===== src/rtl/burst_sdr_peer_if.sv =====
// rtl/burst_sdr_peer_if.sv - CNT/SP line pair plus TX/RX byte handshakes of the burst SDR peer
interface burst_sdr_peer_if;

  // open-drain line pair: levels in, pull-down enables out
  logic       cnt_in;
  logic       cnt_oe;
  logic       sp_in;
  logic       sp_oe;

  // direction select
  logic       dir_tx;

  // transmit byte handshake
  logic [7:0] tx_data;
  logic       tx_valid;
  logic       tx_ready;

  // receive byte handshake and status
  logic [7:0] rx_data;
  logic       rx_valid;
  logic       rx_ack;
  logic       rx_overrun;
  logic       busy;

  // the side that drives the peer (bench, host logic)
  modport master (
    output cnt_in, sp_in, dir_tx, tx_data, tx_valid, rx_ack,
    input  cnt_oe, sp_oe, tx_ready, rx_data, rx_valid, rx_overrun, busy
  );

  // the peer itself
  modport slave (
    input  cnt_in, sp_in, dir_tx, tx_data, tx_valid, rx_ack,
    output cnt_oe, sp_oe, tx_ready, rx_data, rx_valid, rx_overrun, busy
  );

endinterface


===== src/rtl/burst_sdr_peer.sv =====
// rtl/burst_sdr_peer.sv - drive-side burst serial peer; optional RX timeout via BURST_PEER_RX_TIMEOUT_EN
module burst_sdr_peer #(
  parameter int HALF_PERIOD = 8,
  parameter int TIMEOUT     = 255
) (
  input  logic              E_CLK,
  input  logic              RESET_n,
  burst_sdr_peer_if.slave   bus
);

  typedef enum logic [1:0] {
    TX_IDLE = 2'd0,
    TX_LOW  = 2'd1,
    TX_HIGH = 2'd2
  } tx_state_t;

  localparam logic [7:0] DIV_LAST = 8'(HALF_PERIOD - 1);

  // line synchronisers; reset to the pulled-up idle level so release of
  // reset never looks like a CNT rising edge
  logic       cnt_s1;
  logic       cnt_s2;
  logic       cnt_prev;
  logic       sp_s1;
  logic       sp_s2;
  logic       cnt_rise;

  // receive path
  logic [6:0] rx_shift;
  logic [2:0] rx_bits;
  logic [7:0] rx_byte_nxt;
  logic [7:0] rx_data_q;
  logic       rx_valid_q;
  logic       rx_overrun_q;
  logic       rx_timeout;

  // transmit path
  tx_state_t  tx_state;
  tx_state_t  tx_state_nxt;
  logic [7:0] tx_shift;
  logic [7:0] tx_shift_nxt;
  logic [2:0] tx_bit;
  logic [2:0] tx_bit_nxt;
  logic [7:0] div;
  logic [7:0] div_nxt;
  logic       div_done;
  logic       tx_ready_c;
  logic       cnt_oe_c;
  logic       sp_oe_c;

  // two-stage synchronisers plus the previous CNT sample for edge detection
  always_ff @(posedge E_CLK or negedge RESET_n) begin
    if (!RESET_n) begin
      cnt_s1   <= 1'b1;
      cnt_s2   <= 1'b1;
      cnt_prev <= 1'b1;
      sp_s1    <= 1'b1;
      sp_s2    <= 1'b1;
    end else begin
      cnt_s1   <= bus.cnt_in;
      cnt_s2   <= cnt_s1;
      cnt_prev <= cnt_s2;
      sp_s1    <= bus.sp_in;
      sp_s2    <= sp_s1;
    end
  end

  assign cnt_rise    = cnt_s2 & ~cnt_prev;
  assign rx_byte_nxt = {rx_shift, sp_s2};

`ifdef BURST_PEER_RX_TIMEOUT_EN
  localparam int            TO_W    = $clog2(TIMEOUT + 1);
  localparam logic [TO_W-1:0] TO_LAST = TO_W'(TIMEOUT);

  logic [TO_W-1:0] to_cnt;

  // cycles since the last CNT rise while a partial byte is pending
  always_ff @(posedge E_CLK or negedge RESET_n) begin
    if (!RESET_n) begin
      to_cnt <= '0;
    end else if (bus.dir_tx || cnt_rise || (rx_bits == 3'd0)) begin
      to_cnt <= '0;
    end else if (to_cnt != TO_LAST) begin
      to_cnt <= to_cnt + 1'b1;
    end
  end

  assign rx_timeout = (to_cnt == TO_LAST);
`else
  // without the timeout a partial byte waits for more edges or dir_tx=1
  assign rx_timeout = 1'b0;
`endif

  // receive shifter, byte completion, valid/overrun bookkeeping
  always_ff @(posedge E_CLK or negedge RESET_n) begin
    if (!RESET_n) begin
      rx_shift     <= '0;
      rx_bits      <= '0;
      rx_data_q    <= '0;
      rx_valid_q   <= 1'b0;
      rx_overrun_q <= 1'b0;
    end else begin
      // ack first so a byte completing in the same cycle keeps rx_valid set
      if (bus.rx_ack) begin
        rx_valid_q <= 1'b0;
      end
      if (bus.dir_tx) begin
        // we own CNT while transmitting; any partial byte is dropped
        rx_shift <= '0;
        rx_bits  <= '0;
      end else if (cnt_rise) begin
        rx_shift <= rx_byte_nxt[6:0];
        rx_bits  <= rx_bits + 3'd1;
        if (rx_bits == 3'd7) begin
          rx_data_q  <= rx_byte_nxt;
          rx_valid_q <= 1'b1;
          if (rx_valid_q && !bus.rx_ack) begin
            rx_overrun_q <= 1'b1;
          end
        end
      end else if (rx_timeout) begin
        rx_shift <= '0;
        rx_bits  <= '0;
      end
    end
  end

  // transmit state, divider, bit counter and data shifter registers
  always_ff @(posedge E_CLK or negedge RESET_n) begin
    if (!RESET_n) begin
      tx_state <= TX_IDLE;
      tx_shift <= '0;
      tx_bit   <= '0;
      div      <= '0;
    end else begin
      tx_state <= tx_state_nxt;
      tx_shift <= tx_shift_nxt;
      tx_bit   <= tx_bit_nxt;
      div      <= div_nxt;
    end
  end

  assign div_done = (div == DIV_LAST);

  // transmit next-state and line drive: CNT low phase presents the bit,
  // high phase holds it steady across the rising edge the cartridge samples on
  always_comb begin
    tx_state_nxt = tx_state;
    tx_shift_nxt = tx_shift;
    tx_bit_nxt   = tx_bit;
    div_nxt      = div;
    tx_ready_c   = 1'b0;
    cnt_oe_c     = 1'b0;
    sp_oe_c      = 1'b0;

    case (tx_state)
      TX_IDLE: begin
        tx_ready_c = 1'b1;
        if (bus.tx_valid) begin
          tx_shift_nxt = bus.tx_data;
          tx_bit_nxt   = 3'd0;
          div_nxt      = 8'd0;
          tx_state_nxt = TX_LOW;
        end
      end

      TX_LOW: begin
        cnt_oe_c = 1'b1;
        sp_oe_c  = ~tx_shift[7];
        if (div_done) begin
          div_nxt      = 8'd0;
          tx_state_nxt = TX_HIGH;
        end else begin
          div_nxt = div + 8'd1;
        end
      end

      TX_HIGH: begin
        sp_oe_c = ~tx_shift[7];
        if (div_done) begin
          div_nxt = 8'd0;
          if (tx_bit == 3'd7) begin
            // last half-period of the byte doubles as an accept slot so
            // consecutive bytes stream with no idle gap
            tx_ready_c = 1'b1;
            if (bus.tx_valid) begin
              tx_shift_nxt = bus.tx_data;
              tx_bit_nxt   = 3'd0;
              tx_state_nxt = TX_LOW;
            end else begin
              tx_state_nxt = TX_IDLE;
            end
          end else begin
            tx_shift_nxt = {tx_shift[6:0], 1'b0};
            tx_bit_nxt   = tx_bit + 3'd1;
            tx_state_nxt = TX_LOW;
          end
        end else begin
          div_nxt = div + 8'd1;
        end
      end

      default: begin
        tx_state_nxt = TX_IDLE;
        div_nxt      = 8'd0;
      end
    endcase

    // leaving transmit direction aborts immediately and never drives the lines
    if (!bus.dir_tx) begin
      tx_state_nxt = TX_IDLE;
      tx_bit_nxt   = 3'd0;
      div_nxt      = 8'd0;
      tx_ready_c   = 1'b0;
      cnt_oe_c     = 1'b0;
      sp_oe_c      = 1'b0;
    end
  end

  assign bus.cnt_oe     = cnt_oe_c;
  assign bus.sp_oe      = sp_oe_c;
  assign bus.tx_ready   = tx_ready_c;
  assign bus.rx_data    = rx_data_q;
  assign bus.rx_valid   = rx_valid_q;
  assign bus.rx_overrun = rx_overrun_q;
  assign bus.busy       = (tx_state != TX_IDLE) || (rx_bits != 3'd0);

endmodule

===== src/flat_wrapper.sv =====
// flat-port wrapper written by rule: the top's interface ports become plain ports
module burst_sdr_peer_flat 
#(
  parameter int HALF_PERIOD = 8,
  parameter int TIMEOUT     = 255
)
  (E_CLK, RESET_n, bus_cnt_in, bus_sp_in, bus_dir_tx, bus_tx_data, bus_tx_valid, bus_rx_ack, bus_cnt_oe, bus_sp_oe, bus_tx_ready, bus_rx_data, bus_rx_valid, bus_rx_overrun, bus_busy);
  burst_sdr_peer_if bus_i ();
  input  logic E_CLK;
  input  logic RESET_n;
  input wire logic [$bits(bus_i.cnt_in)-1:0] bus_cnt_in;
  input wire logic [$bits(bus_i.sp_in)-1:0] bus_sp_in;
  input wire logic [$bits(bus_i.dir_tx)-1:0] bus_dir_tx;
  input wire logic [$bits(bus_i.tx_data)-1:0] bus_tx_data;
  input wire logic [$bits(bus_i.tx_valid)-1:0] bus_tx_valid;
  input wire logic [$bits(bus_i.rx_ack)-1:0] bus_rx_ack;
  output wire logic [$bits(bus_i.cnt_oe)-1:0] bus_cnt_oe;
  output wire logic [$bits(bus_i.sp_oe)-1:0] bus_sp_oe;
  output wire logic [$bits(bus_i.tx_ready)-1:0] bus_tx_ready;
  output wire logic [$bits(bus_i.rx_data)-1:0] bus_rx_data;
  output wire logic [$bits(bus_i.rx_valid)-1:0] bus_rx_valid;
  output wire logic [$bits(bus_i.rx_overrun)-1:0] bus_rx_overrun;
  output wire logic [$bits(bus_i.busy)-1:0] bus_busy;
  assign bus_i.cnt_in = bus_cnt_in;
  assign bus_i.sp_in = bus_sp_in;
  assign bus_i.dir_tx = bus_dir_tx;
  assign bus_i.tx_data = bus_tx_data;
  assign bus_i.tx_valid = bus_tx_valid;
  assign bus_i.rx_ack = bus_rx_ack;
  assign bus_cnt_oe = bus_i.cnt_oe;
  assign bus_sp_oe = bus_i.sp_oe;
  assign bus_tx_ready = bus_i.tx_ready;
  assign bus_rx_data = bus_i.rx_data;
  assign bus_rx_valid = bus_i.rx_valid;
  assign bus_rx_overrun = bus_i.rx_overrun;
  assign bus_busy = bus_i.busy;
  burst_sdr_peer #(.HALF_PERIOD(HALF_PERIOD), .TIMEOUT(TIMEOUT)) u_core (.E_CLK(E_CLK), .RESET_n(RESET_n), .bus(bus_i));
endmodule

===== config.mk =====
export PLATFORM = sky130hd
export DESIGN_NAME = burst_sdr_peer_flat
export DESIGN_NICKNAME = d
export VERILOG_FILES = /design/src/rtl/burst_sdr_peer_if.sv /design/src/rtl/burst_sdr_peer.sv /design/src/flat_wrapper.sv
export SDC_FILE = /design/constraint.sdc
export NUM_CORES = 1
export LEC_CHECK = 0
export CAP_MARGIN = 30
export CORE_AREA = 2 2 70 72
export DETAILED_ROUTE_END_ITERATION = 6
export DIE_AREA = 0 0 72 74
export GPL_TIMING_DRIVEN = 0
export PLACE_DENSITY = 0.71
export SKIP_CTS_REPAIR_TIMING = 1
export SYNTH_ARGS = -nofsm -noshare
export SYNTH_HDL_FRONTEND = slang
export SYNTH_SLANG_ARGS = --single-unit

===== constraint.sdc =====
create_clock -name E_CLK -period 2.1 [get_ports E_CLK]
set_clock_uncertainty 0.15 [all_clocks]
set_input_delay 0.315 -clock E_CLK [delete_from_list [all_inputs] [get_ports E_CLK]]
set_output_delay 0.315 -clock E_CLK [all_outputs]
set_load 0.02 [all_outputs]

; After elaboration in Yosys (flattened, before gate mapping)
; Index checks and enable logic that the tools add are counted.
[totals]
in_bits = 15
ff_bits = 46
[classes]
n_eq_ne = 10
add_sub_neg = 3
bitwise = 4
reduce_logical = 14
mux = 36
[ops]
columns = cell, count
row1 = 8-bit two-way mux, 6
row2 = 8-bit one-hot mux with 2 select lines, 2
row3 = 3-bit two-way mux, 6
row4 = 7-bit two-way mux, 2
row5 = 1-bit two-way mux, 13
row6 = 8-bit by 1-bit adder with 8-bit output (second input constant), 1
row7 = 8-bit by 3-bit == test with 1-bit output (second input constant), 1
row8 = 2-bit two-way mux, 4
row9 = 3-bit by 1-bit adder with 3-bit output (second input constant), 2
row10 = 3-bit == test (second input constant), 2
row11 = 3-bit by 2-bit inequality test with 1-bit output (second input constant), 2
row12 = 2-bit one-hot mux with 3 select lines, 1
row13 = 3-bit one-hot mux with 2 select lines, 1
row14 = 3-bit AND reduction, 2
row15 = 2-bit nonzero test, 3
row16 = 2-bit AND reduction, 2
row17 = 4-bit AND reduction, 1
row18 = 3-bit by 1-bit inequality test with 1-bit output (second input constant), 1
row19 = 3-bit inequality test (second input constant), 1
row20 = 1-bit NOT, 3
row21 = 3-bit nonzero test, 1
row22 = 2-bit by 1-bit == test with 1-bit output (second input constant), 1
row23 = 2-bit == test (second input constant), 1
row24 = 2-bit logical NOT, 1
row25 = other kinds (7), 7

; Logic depth before layout (Yosys ltp)
; Gate-level depths: netlist of the first run.
[depth]
ltp_word = 5
depth_mapped = 7
depth_no_buf = 6

; Worst setup path after synthesis of the first run
; No wires, ideal clock.
[synth_path]
path_type = register to register
from = reg u_core.tx_state[0]
to = reg u_core.tx_shift[6]
n_path_buf = 1
t_required_ps = 1825
setup_time_ps = 125
arrival_time_ps = 1979
stages_incl_launch_ff = 8
setup_slack_ps = -154
path_cell_list = dfrtp_1 inv_1 ha_1 or4b_1 o22ai_2 o21a_4 buf_6 mux2_4
[synth_between]
elab_chain_cells = 3
elab_cells_between_ends = 6
[synth_rtl]
columns = element, line
row1 = start: declaration, burst_sdr_peer.sv:38  ; tx_state_t tx_state;
row2 = start signal: assignment, burst_sdr_peer.sv:136  ; tx_state <= tx_state_nxt;
row3 = 2-bit == test or 2-bit logical NOT (tied branches), burst_sdr_peer.sv:156  ; case (tx_state)
row4 = 2-bit by 1-bit inequality test with 1-bit output (no source line) or 2-bit nonzero test (tied branches), -
row5 = 2-bit AND reduction (no source line), -
row6 = end signal: assignment, burst_sdr_peer.sv:137  ; tx_shift <= tx_shift_nxt;
row7 = end: declaration, burst_sdr_peer.sv:40  ; logic [7:0] tx_shift;
; Several ways; a longest one is shown, not always the timed one.
; A chain may end at the register's enable or synchronous reset.

; Final worst setup path of the first run
[layout_path]
from = reg u_core.div[1]
to = out bus_tx_ready
[layout_between]
elab_chain_cells = 4
[layout_rtl]
columns = element, line
row1 = start: declaration, burst_sdr_peer.sv:44  ; logic [7:0] div;
row2 = start signal: assignment, burst_sdr_peer.sv:139  ; div <= div_nxt;
row3 = 8-bit by 3-bit == test with 1-bit output, burst_sdr_peer.sv:143  ; assign div_done = (div == DIV_LAST);
row4 = 1-bit two-way mux, burst_sdr_peer.sv:180  ; if (div_done) begin
row5 = 1-bit one-hot mux with 2 select lines, burst_sdr_peer.sv:156
row6 = 1-bit two-way mux, burst_sdr_peer.sv:210  ; if (!bus.dir_tx) begin
row7 = end: declaration, flat_wrapper.sv:19  ; output wire logic [$bits(bus_i.tx_ready)-1:0] bus_tx_ready;
; No other way between the ends.

==> results summary, run 1 <==
The internal power component is 2.019 mW. The horizontal die dimension is 72 um. The layout overhead on the synthesized area came out at 33.20%. In this run, synthesis inferred 0 flip-flops with an integrated enable. The detail-routed net length per standard cell is 14.50 um. Entering global routing, the biggest net connects 39 pins. The residual overflow from global routing is 0. The net count after synthesis is 224. The number of antenna-violating nets in the routed design came out at 0.

The largest fanout of any net on the critical path is 4. Once detailed placement completed, the half-perimeter wirelength came to 2712 um. Each instance of the synthesized netlist takes up on average 10.78 um2.

The data required time at the worst endpoint is 1.63 ns. Overall power consumption after layout is estimated at 2.982 mW. By area the synthesized netlist is led by dfrtp_1 (48%), nand2_1 (6.7%), dfstp_2 (6.1%), ha_1 (5.8%), mux2_2 (5.3%). The H-tree depth is 2.

The post-route DRC violation count is 0. The kind of start point of the critical path is a register. The number of iterations in the first detailed-routing pass is 4.

The core occupancy in the finished layout is 62.12%. The switching power summed over all nets is 0.9634 mW. The height of the die is 74 um.

The fraction of registers with async set/reset is 100.0%. The clock transition time at the flip-flop clock pins of the worst setup and hold paths is 0.09 ns. The count of state elements after synthesis is 46. The first global-routing pass estimated 6423 um of wire. The actual transition at the worst max-transition pin came out at 0.4567 ns.

The type of the worst min-delay path is register to register. The site row count came out at 25. The maximum vdd ir drop came out at 673.2 uV. The total count of hold-check failures in the final report came out at 0.

In this run the tool buffered the top-level ports with 27 buffer cells. The synthesized design spends more area on one cell type than any other, namely dfrtp_1. The count of warnings emitted by yosys is 0. The clock buffer count from CTS came out at 5. The tool flagged a number of max-cap violations equal to 0. The area of the placeable core came out at 0.004598 mm2. The share of layout cells above drive strength 1 came out at 25.61%. 29 I/O pins were placed. The shortest clock period the worst path allows after layout came out at 2.364 ns.

The final RePlAce weighted congestion came out at 0.7695. The final layout net count is 270. The placed standard-cell area came out at 0.002521 mm2. Combinational logic burns 40.2% of the power. The number of vias per cell after detailed routing came out at 5.273. The clock latency at the later pin of the worst-skew pair is 0.30 ns. For this configuration, the core starts out at a cell density of 46.64%. The checks that failed: setup timing. The final max-slew violation count is 0. The post-layout instance area came out at 0.002856 mm2. The sequential fraction of design power is 37.6%. For this block, the initial DRC count from the detailed router was 95. The period utilization is 112.6%. The worst hold slack across all endpoints is 0.2081 ns.

In this run the power density over the cells is 1044 mW/mm2. The relative contribution of the clock network to total power is 22.2%. The number of antenna violations at the first check in global routing came out at 0.

Setup repair after global routing could not meet its margin everywhere. The post-synthesis sequential area ratio is 53.97%. The TritonCTS sink count is 46. The switching share of power is 32.31%. Among all flip-flop cells after synthesis, the most frequent one is dfrtp_1. The antenna diode count came out at 0. The maximum buffer depth of the clock tree is 2.

The worst setup path is captured at a primary output. The root buffer cell chosen for the clock tree is clkbuf_8. The count of unique library cells instantiated by Yosys came out at 43. The minimum setup slack after placement is -0.5487 ns. The die covers 0.005328 mm2. The share of synthesized area in the top cell type comes to 47.84%.

The final wirelength came out at 4349 um. The via count of the first global-routing pass came to 1459. At the worst endpoint, the arrival time is 1.90 ns.

The flow ran to the end, but the final reports show violations. The count of final setup violators is 8. Based on the critical path, the design can be clocked at up to 423.0 MHz. Setup slack on the critical path of the routed design comes to -0.2642 ns. The worst slew slack as a fraction of its limit came out at 69.56%.

The synthesized instance count is 199. In this run the cell area of the synthesized design comes to 0.002145 mm2. The TritonCTS clock tree is yes.

The overall via count from detail_route is 1582. Global routing consumed, over all layers together, 15.38% of the routing resources. The analysis attributes to cell leakage a power of 1.283 nW. By startpoint and endpoint, the worst setup path is classified as register to primary output. After filler insertion, the fill cell instance count of the layout stands at 377.
==> registers in the layout, summed over array words and instances, names as in the netlist <==
register	count
u_core.bus.rx_overrun	1
u_core.cnt_s2	1
u_core.sp_s1	1
u_core.tx_shift	8
u_core.cnt_prev	1
u_core.rx_shift	7
u_core.cnt_s1	1
u_core.div	8
u_core.bus.rx_valid	1
u_core.rx_bits	3
u_core.tx_bit	3
u_core.bus.rx_data	8
u_core.tx_state	2
u_core.sp_s2	1
==> synthesized netlist by cell type, types with 2 or more instances <==
cell        n
clkbuf_1    6
xnor2_1     4
a21oi_1    11
a21o_1      2
o21ai_0     5
nand2_1    38
nor2b_1     2
inv_1       7
dfstp_2     5
dfrtp_1    41
a2bb2oi_1   4
nand3_1     3
nand3b_1    2
nor2_1      9
mux2_2     10
ha_1       10
o21a_1      2
o22ai_1     8
mux2i_1     2
nand2b_1    4
nand4_1     2
==> per-stage QoR <==
| stage | cells | setup TNS (ns) |
|---|---|---|
| after CTS | 289 | -2.622 |
| final | 300 | -0.4904 |
| after global placement | 280 | -32.35 |
| after detailed placement | 281 | -1.510 |
| after global routing | 300 | -1.163 |
| after floorplan | 199 | -0.07100 |
==> final cells by class <==
cell class | count | area, um2 | area share (%)
Tap cell | 54 | 67.56 | 2.365
Clock inverter | 2 | 37.54 | 1.314
Clock buffer | 6 | 72.57 | 2.541
Sequential cell | 46 | 1159 | 40.56
Multi-Input combinational cell | 137 | 1052 | 36.84
Timing Repair Buffer | 41 | 402.9 | 14.10
Buffer | 7 | 38.79 | 1.358
Inverter | 7 | 26.28 | 0.9198
==> metal layers <==
metal | up-vias | routed length (um) | GRT usage, % | share of wire (%)
met3 | 7 | 125 | 3.252 | 2.9
met5 | - | 0 | 0 | 0
met1 | 776 | 1996 | 20.87 | 46
met4 | 0 | 52 | 5.660 | 1.2
li1 | 774 | - | - | -
met2 | 25 | 2175 | 24.69 | 50
==> cells by family (layout without fill, tap and decap cells) <==
logic type                 after synthesis  in the layout  share of synthesized area (%)
DFF                                     46             46                          53.97
adders and majority gates               10             10                          5.834
xor gates and xnor gates                 5              5                          2.042
muxes                                   13             13                          6.884
and+or+nand+nor                         72             72                          16.51
buffers and inverters                   16             63                          3.209
AOI/OAI and AO/OA                       37             37                          11.55
==> power groups by stage <==
stage | Clock (mW) | Sequential [mW] | Combinational, mW
after CTS | 0.678 | 1.09 | 0.840
after global placement | 0 | 1.11 | 0.819
after detailed placement | 0 | 1.11 | 0.837
after floorplan | 0 | 1.09 | 0.615
after global routing | 0.710 | 1.13 | 1.29
final | 0.663 | 1.12 | 1.20
==> worst max-delay path, cell delays in order, from the launching register on <==
cell and delay (ns):
dfrtp_1 0.43, ha_4 0.18, nand4bb_4 0.13, or4_4 0.46, nor2_1 0.12, o21a_1 0.13
buf_4 0.14
==> final timing paths <==
kind	start	to	slack, ns	cells past startpoint
hold / removal	u_core.sp_s1	u_core.sp_s2	0.21	0
setup reg to reg	u_core.tx_state[0]	u_core.tx_shift[6]	-0.12	7
max in group asynchronous	RESET_n	u_core.sp_s2	1.01	3
hold reg to reg	u_core.sp_s1	u_core.sp_s2	0.21	0
min in group asynchronous	RESET_n	u_core.tx_shift[6]	0.25	2
setup / recovery	u_core.div[1]	bus_tx_ready	-0.26	6
==> cells in the final DEF, fill, tap and decap left out, types with 6 or more instances in the layout <==
cell type         n
a21oi_1          11
buf_4            10
clkdlybuf4s50_1  22
dfrtp_1          40
ha_1              8
inv_1             6
mux2_2            9
nand2_1          37
nor2_1            9
Note: power is estimated with default switching activity, not from simulation.
==> run 2, diff against run 1 <==
CORE_AREA = 2 2 69 71   (was 2 2 70 72)
CTS_CLUSTER_SIZE = 28   (was unset)
DIE_AREA = 0 0 71 73   (was 0 0 72 74)
DONT_BUFFER_PORTS = 1   (was unset)
PLACE_DENSITY = 0.64   (was 0.71)
==> run 2 against run 1 <==
The run still ends with setup timing left; critical path depth is 1 lower; via count fell by 4.6%; total power decreased by 4.4%; global-route usage grew 1.9 points; sequential share of layout area grew 4.4 points; hold slack got worse by 0.16 ns; wire length shrank 0.62%; flip-flop and latch count did not move; setup slack improved by 0.063 ns.
==> results summary, run 2 (synthesis gave the netlist of run 1 again) <==
The I/O pin count came out at 29 (unchanged). The switching power summed over all nets came to 0.9157 mW (-5.0%). The cell count after placement came out at 253 (-10%).

The shortest clock period the worst path allows after layout is 2.301 ns (-0.06317 ns). The number of filler cells placed in the layout is 391 (+3.7%). The minimum setup slack in the final design is -0.2011 ns (+0.06317 ns).

The run finished, with violations left. The placed standard-cell area is 0.002236 mm2 (-11%). The height of the die came out at 73 um (-1.4%).

The leakage power total is 1.170 nW (-8.8%). The horizontal die dimension was 71 um (-1.4%). Setup repair after global routing could not meet its margin everywhere. The number of iterations in the first detailed-routing pass is 4 (unchanged).

The peak per-stage delay on the critical path came out at 0.46 ns (about the same). The worst-case register-to-register setup slack was -0.08 ns (+0.04 ns). The actual transition at the worst max-transition pin came to 0.4800 ns (+0.02330 ns). The relative contribution of the clock network to total power came out at 23.0% (+0.8 points). The number of buffer and inverter instances along the worst setup path is 0 (-1). The detailed placement HPWL is 2832 um (+4.4%). The final layout net count came out at 247 (-8.5%). The overall via count from detail_route came out at 1509 (-4.6%). The TritonCTS sink count came out at 46 (unchanged). The top cell types in the final layout, fill and taps aside, are dfrtp_1 (40), nand2_1 (38), buf_4 (13), a21oi_1 (11), mux2_2 (9). The depth of the worst register-to-register path came out at 7 (unchanged). The period utilization is 109.6% (-3.0 points). The post-layout instance area is 0.002579 mm2 (-9.7%).

The pin count of the biggest net entering global routing came out at 47 (+21%). The final max-slew violation count is 0 (unchanged). The global-route wire length before repair was 6893 um (+7.3%).

The power density over the cells was 1105 mW/mm2 (+5.9%). The via count of the first global-routing pass was 1494 (+2.4%). The residual overflow from global routing came to 0 (unchanged).

The total routing usage reported by global routing came out at 17.28% (+1.9 points). The internal power component is 1.934 mW (-4.2%). The switching share of power came out at 32.13% (-0.18 points).

STA classifies the critical path startpoint as a register. The clock transition time at the flip-flop clock pins of the worst setup and hold paths is 0.09 ns (about the same). The share of layout cells above drive strength 1 is 25.56% (-0.049 points). The max-cap check violation count came out at 0 (unchanged).

The overall die area came out at 0.005183 mm2 (-2.7%). The checks that failed: setup timing. The data required time at the worst endpoint came out at 1.63 ns (about the same). The cell family contributing the most delay on the critical path is simple AND/OR/NAND/NOR gates. The arrival time of data at the critical path endpoint is 1.84 ns (-0.06 ns). The clock latency at the later pin of the worst-skew pair came to 0.30 ns (about the same). The total stage count of the critical path came out at 5 (-1). The post-route DRC violation count is 0 (unchanged). The post-layout instance count excluding filler cells is 277 (-7.7%). The startpoint of the lowest-slack register-to-register path is u_core.tx_state[0]. The TritonCTS clock tree is yes. The initial core utilization is 47.28% (+0.64 points). The count of final setup violators came out at 2 (-6). In this run the worst setup path terminates at bus_tx_ready. The largest fanout of any net on the critical path is 4 (unchanged). Clock tree synthesis selected as its root buffer the cell clkbuf_8. The detail-routed net length per standard cell came out at 15.60 um (+7.6%). The clock buffer count from CTS came out at 5 (unchanged). The number of antenna violations at the first check in global routing came out at 0 (unchanged). The number of vias per cell after detailed routing is 5.448 (+3.3%). The area of the placeable core is 0.004536 mm2 (-1.4%).

The worst slew slack as a fraction of its limit came out at 68.00% (-1.6 points). The combinational power share is 37.8% (-2.4 points). In this run the worst hold path is classified as input port to register. The H-tree depth is 2 (unchanged). The maximum buffer depth of the clock tree is 2 (unchanged). The count of buffers from port buffering came out at 0 (-100%).

Traced cell by cell, the critical path runs through ha_4, nand4bb_4, or4_4, nor2_1, o21a_2. The minimum setup slack after placement came out at -0.2566 ns (+0.2921 ns). The antenna diode count came out at 0 (unchanged). The highest clock frequency the design can meet came to 434.6 MHz (+2.7%).

The endpoint identified for the worst register-to-register timing path is u_core.tx_shift[6]. The total count of hold-check failures in the final report came out at 0 (unchanged). The slowest stage of the critical path is the or4_4 cell. The worst setup path is of the register to primary output kind.

The sequential fraction of design power is 39.2% (+1.6 points). The launch point of the critical path is u_core.div[1]. The endpoint kind of the worst setup timing path is a primary output. The site row count is 25 (unchanged). The final wirelength is 4322 um (-0.62%).

The final RePlAce weighted congestion is 0.7266 (-5.6%). The most common cell after layout, fill and taps aside is dfrtp_1. The maximum vdd ir drop is 772.3 uV (+15%).

The violation count after the first detailed-route iteration is 106 (+12%). The layout overhead on the synthesized area came out at 20.24%. The number of antenna-violating nets in the routed design is 0 (unchanged).
-- run 2: cell types whose count changed in the layout (fill, tap and decap cells not counted), sizes merged --
cell / change
clkdlybuf4s50: -22
clkbuf: -1
dlymetal6s2s: -2
dlygate4sd3: +2
-- run 2: per-stage QoR --
stage	util (%)	hold WS (ns)	TNS [ns]	power, mW
final	56.86	0.04442	-0.2785	2.850
after global routing	56.86	0.02129	-0.5064	3.015
after CTS	51.72	-0.4610	-1.861	2.523
after detailed placement	49.30	-0.1296	-1.255	1.863
after global placement	49.30	-0.1293	-0.4625	1.811
after floorplan	-	-0.1306	-0.07100	1.704
-- run 2: final cells by class --
cell class                      count  area, um2  share of cell area, %
Inverter                            7      26.28                  1.019
Sequential cell                    46       1159                  44.93
Timing Repair Buffer               18      166.4                  6.453
Multi-Input combinational cell    137       1011                  39.20
Tap cell                           54      67.56                  2.620
Clock inverter                      2      37.54                  1.456
Clock buffer                        6      72.57                  2.814
Buffer                              7      38.79                  1.504
-- run 2: routing by layer --
layer	track usage, %	vias up	wire length [um]
met5	0	-	0
met4	6.289	0	61
met3	4.696	6	113
met2	30.22	24	2303
met1	20.50	751	1843
li1	-	728	-
-- run 2: worst register-to-register path, cell delays in order (launching register included) --
cell	delay, ns
dfrtp_1	0.43
inv_2	0.11
ha_4	0.15
or4b_4	0.47
o22ai_4	0.16
o21a_4	0.18
buf_8	0.11
mux2_4	0.29
-- run 2: power groups by stage --
stage	Combinational [mW]	Sequential (mW)	Clock, mW
CTS	0.752	1.10	0.672
global placement	0.708	1.10	0
detailed placement	0.747	1.12	0
finish	1.08	1.12	0.657
global route	1.17	1.13	0.712
floorplan	0.615	1.09	0
-- run 2: how the worst min path moves through the flow --
stage                             from                    end  slack, ns  cells after the start
after CTS                      RESET_n  u_core.bus.rx_data[7]      -0.46                      0
final                       bus_rx_ack    u_core.bus.rx_valid       0.04                      2
after global placement         RESET_n          u_core.div[0]      -0.13                      0
after detailed placement       RESET_n          u_core.div[0]      -0.13                      0
after floorplan                RESET_n  u_core.bus.rx_data[0]      -0.13                      0
after global routing      bus_tx_valid     u_core.tx_shift[0]       0.02                      2
